[src/rtl/dsp_preadd_bpath.sv]
// dsp_preadd_bpath: B-input / pre-adder path of a DSP slice.
// Configurable-depth delay lines on D, B (or BCIN) and OPMODE feed an
// unsigned pre-adder. The result, the overflow flag and a valid bit then
// pass through a second delay line to BCOUT/OVF/OUT_VALID.
// Every stage has its own section clock enable and clears asynchronously
// on RST. A depth of 0 turns that section into a plain wire.
module dsp_preadd_bpath #(
    parameter int WIDTH   = 18,
    parameter int DDEPTH  = 1,
    parameter int B0DEPTH = 1,
    parameter int B1DEPTH = 1,
    parameter int OPREG   = 1,
    parameter     B_INPUT = "DIRECT",
    parameter int SAT     = 0
) (
    input  logic             CLK,
    input  logic             RST,
    input  logic             CED,
    input  logic             CEB0,
    input  logic             CEB1,
    input  logic             CEOPMODE,
    input  logic             IN_VALID,
    input  logic [WIDTH-1:0] B,
    input  logic [WIDTH-1:0] BCIN,
    input  logic [WIDTH-1:0] D,
    input  logic [1:0]       OPMODE,
    output logic [WIDTH-1:0] BCOUT,
    output logic             OVF,
    output logic             OUT_VALID
);

    genvar gi;

    // B source is fixed at elaboration time. The operand that is not
    // selected is folded into a dummy net so it is not left dangling.
    logic [WIDTH-1:0] bsrc;
    logic             unused_bsrc;
    generate
        if (B_INPUT == "CASCADE") begin : g_src_casc
            assign bsrc        = BCIN;
            assign unused_bsrc = ^B;
        end else begin : g_src_direct
            assign bsrc        = B;
            assign unused_bsrc = ^BCIN;
        end
    endgenerate

    // D delay line. Tap 0 is the raw input, and tap N is the output of stage N.
    logic [WIDTH-1:0] d_tap [0:DDEPTH];
    assign d_tap[0] = D;
    generate
        for (gi = 0; gi < DDEPTH; gi++) begin : g_d
            logic [WIDTH-1:0] d_d;
            logic [WIDTH-1:0] d_q;
            // Capture the previous tap when enabled. Hold otherwise.
            always_comb d_d = CED ? d_tap[gi] : d_q;
            // Stage register with asynchronous clear.
            always_ff @(posedge CLK or posedge RST)
                if (RST) d_q <= '0;
                else     d_q <= d_d;
            assign d_tap[gi+1] = d_q;
        end
    endgenerate

    // B0 delay line. The valid bit is carried in the MSB so it stays aligned with B.
    logic [WIDTH:0] b0_tap [0:B0DEPTH];
    assign b0_tap[0] = {IN_VALID, bsrc};
    generate
        for (gi = 0; gi < B0DEPTH; gi++) begin : g_b0
            logic [WIDTH:0] b0_d;
            logic [WIDTH:0] b0_q;
            // Capture the previous tap when enabled. Hold otherwise.
            always_comb b0_d = CEB0 ? b0_tap[gi] : b0_q;
            // Stage register with asynchronous clear.
            always_ff @(posedge CLK or posedge RST)
                if (RST) b0_q <= '0;
                else     b0_q <= b0_d;
            assign b0_tap[gi+1] = b0_q;
        end
    endgenerate

    // OPMODE delay line (zero or one stage).
    logic [1:0] op_tap [0:OPREG];
    assign op_tap[0] = OPMODE;
    generate
        for (gi = 0; gi < OPREG; gi++) begin : g_op
            logic [1:0] op_d;
            logic [1:0] op_q;
            // Capture the previous tap when enabled. Hold otherwise.
            always_comb op_d = CEOPMODE ? op_tap[gi] : op_q;
            // Stage register with asynchronous clear.
            always_ff @(posedge CLK or posedge RST)
                if (RST) op_q <= '0;
                else     op_q <= op_d;
            assign op_tap[gi+1] = op_q;
        end
    endgenerate

    // Pre-adder operands. These may come from different cycles when the depths differ.
    logic [WIDTH-1:0] pre_d;
    logic [WIDTH-1:0] pre_b;
    logic             pre_v;
    logic [1:0]       pre_op;
    assign pre_d          = d_tap[DDEPTH];
    assign {pre_v, pre_b} = b0_tap[B0DEPTH];
    assign pre_op         = op_tap[OPREG];

    logic [WIDTH:0]   sum_s;
    logic [WIDTH:0]   diff_s;
    logic [WIDTH-1:0] pre_r;
    logic             pre_ovf;

    // Unsigned add/sub. The extra MSB is the carry (add) or the borrow (sub).
    // With saturation enabled, overflow clamps to all ones and underflow clamps to zero.
    always_comb begin
        sum_s   = {1'b0, pre_d} + {1'b0, pre_b};
        diff_s  = {1'b0, pre_d} - {1'b0, pre_b};
        pre_r   = pre_b;
        pre_ovf = 1'b0;
        if (pre_op[0]) begin
            if (!pre_op[1]) begin
                pre_ovf = sum_s[WIDTH];
                pre_r   = (SAT != 0 && sum_s[WIDTH]) ? '1 : sum_s[WIDTH-1:0];
            end else begin
                pre_ovf = diff_s[WIDTH];
                pre_r   = (SAT != 0 && diff_s[WIDTH]) ? '0 : diff_s[WIDTH-1:0];
            end
        end
    end

    // B1 delay line carries {valid, ovf, result} to the outputs.
    logic [WIDTH+1:0] b1_tap [0:B1DEPTH];
    assign b1_tap[0] = {pre_v, pre_ovf, pre_r};
    generate
        for (gi = 0; gi < B1DEPTH; gi++) begin : g_b1
            logic [WIDTH+1:0] b1_d;
            logic [WIDTH+1:0] b1_q;
            // Capture the previous tap when enabled. Hold otherwise.
            always_comb b1_d = CEB1 ? b1_tap[gi] : b1_q;
            // Stage register with asynchronous clear.
            always_ff @(posedge CLK or posedge RST)
                if (RST) b1_q <= '0;
                else     b1_q <= b1_d;
            assign b1_tap[gi+1] = b1_q;
        end
    endgenerate

    assign {OUT_VALID, OVF, BCOUT} = b1_tap[B1DEPTH];

endmodule

[config.mk]
export PLATFORM = sky130hd
export DESIGN_NAME = dsp_preadd_bpath
export DESIGN_NICKNAME = d
export VERILOG_FILES = /design/src/rtl/dsp_preadd_bpath.sv
export SDC_FILE = /design/constraint.sdc
export NUM_CORES = 1
export LEC_CHECK = 0
export CORE_MARGIN = 4
export CORE_UTILIZATION = 33
export CTS_CLUSTER_SIZE = 8
export DETAILED_ROUTE_END_ITERATION = 10
export GPL_TIMING_DRIVEN = 0
export PLACE_DENSITY_LB_ADDON = 0.25
export SLEW_MARGIN = 20
export SYNTH_ARGS = -nofsm -noshare
export SYNTH_HDL_FRONTEND = slang
export SYNTH_SLANG_ARGS = --single-unit
export TNS_END_PERCENT = 50
[constraint.sdc]
create_clock -name CLK -period 2.05 [get_ports CLK]
set_input_delay 0.41 -clock CLK [delete_from_list [all_inputs] [get_ports CLK]]
set_output_delay 0.41 -clock CLK [all_outputs]
set_load 0.02 [all_outputs]
==> results.toml <==
[run_status]
status = "finished, violations left"
violations = "negative setup slack"

[clock_network]
cts_buffer_depth = 2
cts_tree = "done"
ctsHoldBuffers = 0
cts.clk_slew.worst_paths_ns = 0.05
clock_latency_ns = 0.34
htreeDepth = 3
tritoncts.num_buffers = 9
cts-root-buf = "clkbuf_16"
numClockSinks = 59

[finish]
layout_common_cells = "61 x clkdlybuf4s50_1, 57 x dfrtp_1, 45 x o21ai_0"
num-fill-cells = 1163
layout.cells.most_common = "clkdlybuf4s50_1"
num_antenna_cells = 0
syn2layout_area_growth_pct = 39.1
design_area_um2 = 5850
drive_gt1_frac = 0.244
nets = 678

[synthesis]
synth_flop_cell = "dfrtp_1"
syn_nets = 586
synth_top_family_by_area = "compound AO/OA/AOI/OAI gates"
async_flop_share = 1.00
yosysWarnings = 0
syn-instance-count = 485
synth_xor_area_frac = 0.0312
netlist_area_um2 = 4210
yosysSeqAreaShare = 0.351
yosys-top-cells-area = "dfrtp_1 35%, ha_1 11%, mux2_2 6.7%"
synth_fa_ha_area_frac = 0.117
synth_area_leader_cell = "dfrtp_1"
yosysTopAreaCellShare = 0.351
synth_compound_area_frac = 0.233
syn_area_per_cell_um2 = 8.68
yosysUniqueCellTypes = 54
synth_edf_count = 0
ys_ff_latch = 59
synth_mux_area_frac = 0.0716
yosys.area_share.simple = 0.134

[power]
seqPwrFrac = 0.281
swShare = 0.347
pwr-share-clk = 0.313
irDropWorstVdd_mv = 0.553
p_leak_nw = 2.41
combinationalPowerShare = 0.405
power_switching_mw = 1.79
intPower_mw = 3.36
powerDensity_nw_per_um2 = 880

[global_route]
grt-ovfl-total = 0
grt_usage = 0.183
grt_pass1_wl_mm = 20.8
antenna_found_initial = 0
grt_pass1_vias = 3996
grt_max_degree = 32

[floorplanning]
rows = 40
die_w_um = 121
start_util = 0.343
ios = 83
die_y_um = 121
dieArea_um2 = 14600
core_um2 = 12300

[timing]
setup_tns_ns = -3.38
max_slew_margin = 0.472
hold_violations = 0
worst_slew_pin_slew_ns = 0.792
drv_slew = 0
timing.final.crit_share = 1.18
skew_ns = 0.00564
max_freq_ghz = 0.415
period_needed_ns = 2.41
fin_ws_ns = -0.360
setup_violations = 14
whs_ns = 0.409
rsz0062_at_grt = "true"

[worst_setup_path]
path_class = "reg -> reg"
cp_max_fo = 3
cp_data_required_time_ns = 2.25
cp_slowest_cell = "dfrtp_1"
rr_endpoint = "g_b1[0].b1_q[16]"
worstPathCellList = "ha_2, fa_2, nand2b_4, a221o_1, a221oi_2, nor4_2, o21ai_2, o221ai_2, xnor2_2, o21ai_1"
r2r_slack_ns = -0.36
cp-start-kind = "flop"
ff2ff_path_depth = 10
critPathMaxStageDelay_ns = 0.39
arrival_ns = 2.61
crit_path_end_kind = "flop"
r2r-start = "g_b0[0].b0_q[0]"

[flow_run]
cap_violations = 0

[place]
portBuffers = 61
place_area_um2 = 5100
gp_congestion = 0.895
pre_cts_slack_ns = -0.496
hpwl_mm = 9.46

[detailed_routing]
vias_per_cell = 5.16
drt_iter0_markers = 193
dr.pass1.iters = 4
vias = 3873
ant_nets = 0
wire_per_inst_um = 17.3
drt-total-wl_mm = 13.0
drc = 0

[hold_path]
hp-class = "in -> async"
-- layout make-up --
cell class | instances | area, um2 | area share
multi-input cells | 360 | 2780 | 0.474
flip-flops and latches | 59 | 1480 | 0.253
repair buffers | 82 | 781 | 0.133
clock buffers | 9 | 225 | 0.0385
well taps | 168 | 210 | 0.0359
inverters | 38 | 150 | 0.0257
plain buffers | 27 | 140 | 0.0239
clock inverters | 7 | 92.6 | 0.0158
-- flip-flops by register name, summed over array words and instances (netlist names) --
| signal | flops |
|---|---|
| g_b1.b1_q | 20 |
| g_b0.b0_q | 19 |
| g_op.op_q | 2 |
| g_d.d_q | 18 |
-- power groups by stage --
stage          clock network [mW]  logic [mW]  registers, mW
2_1_floorplan                   0        1.08           1.57
3_3_place_gp                    0        1.78           1.46
3_5_place_dp                    0        1.79           1.47
4_1_cts                      1.65        1.98           1.45
5_1_grt                      1.69        2.29           1.47
6_report                     1.61        2.09           1.45
-- worst max-delay path, delay by kind of cell, from the launching register on --
family | cells | cell delay, ns
simple gates | 2 | 0.13
compound gates | 5 | 1.13
fa+ha+maj | 2 | 0.45
flops | 1 | 0.39
xor+xnor | 1 | 0.17
-- layer usage --
| layer | global-route usage | up-vias | wire length [um] |
|---|---|---|---|
| li1 | - | 1883 | - |
| met1 | 0.241 | 1883 | 5920 |
| met2 | 0.294 | 85 | 6110 |
| met3 | 0.0410 | 22 | 633 |
| met4 | 0.0708 | 0 | 293 |
| met5 | 0 | - | 0 |
-- cells by family after synthesis --
family,after synthesis
AO/OA/AOI/OAI,160
buffers and inverters,66
flip-flops,59
XOR/XNOR,15
multiplexers,27
AND/OR/NAND/NOR,120
adder cells (fa/ha/maj),38
-- synth_stat cells (3+ instances only) --
cell       n
xnor2_1   14
a21oi_1   49
nand3_1    4
clkbuf_1  17
buf_2      9
a21o_1     3
dfrtp_1   59
mux2_2    25
nor3_1     8
nor2_1    38
o211ai_1   8
nand2b_1   5
o21a_1     3
inv_1     36
o21ai_1    9
o21ai_0   51
o31ai_1    6
a31oi_1    5
o22ai_1    3
nand2_1   37
nor4_1     4
nor2b_1   15
ha_1      36
-- how the worst max path moves through the flow --
stage / start / to / slack, ns / depth (start not counted)
floorplan: g_b0[0].b0_q[0] / g_b1[0].b1_q[18] / -0.09 / 9
global placement: RST / g_b1[0].b1_q[10] / -0.90 / 2
detailed placement: g_b0[0].b0_q[1] / g_b1[0].b1_q[17] / -0.50 / 10
CTS: g_b0[0].b0_q[0] / g_b1[0].b1_q[18] / -0.38 / 9
global route: g_b0[0].b0_q[0] / g_b1[0].b1_q[16] / -0.48 / 10
finish: g_b0[0].b0_q[0] / g_b1[0].b1_q[16] / -0.36 / 10
-- per-stage QoR --
step	power, mW	instances	utilization
finish	5.15	750	0.477
floorplan	2.65	485	-
global placement	3.24	714	0.414
global route	5.45	750	0.477
CTS	5.08	747	0.465
detailed placement	3.26	715	0.416
-- what timing repair did --
action | 4_1_cts | 5_1_grt
hold endpoints to repair | 0 | 0
pin swaps | 27 | 10
buffers inserted | 16 | 4
endpoints found under the setup margin | 15 | 15
resized for setup | 48 | 26
Power figures use the tool's default switching activity.
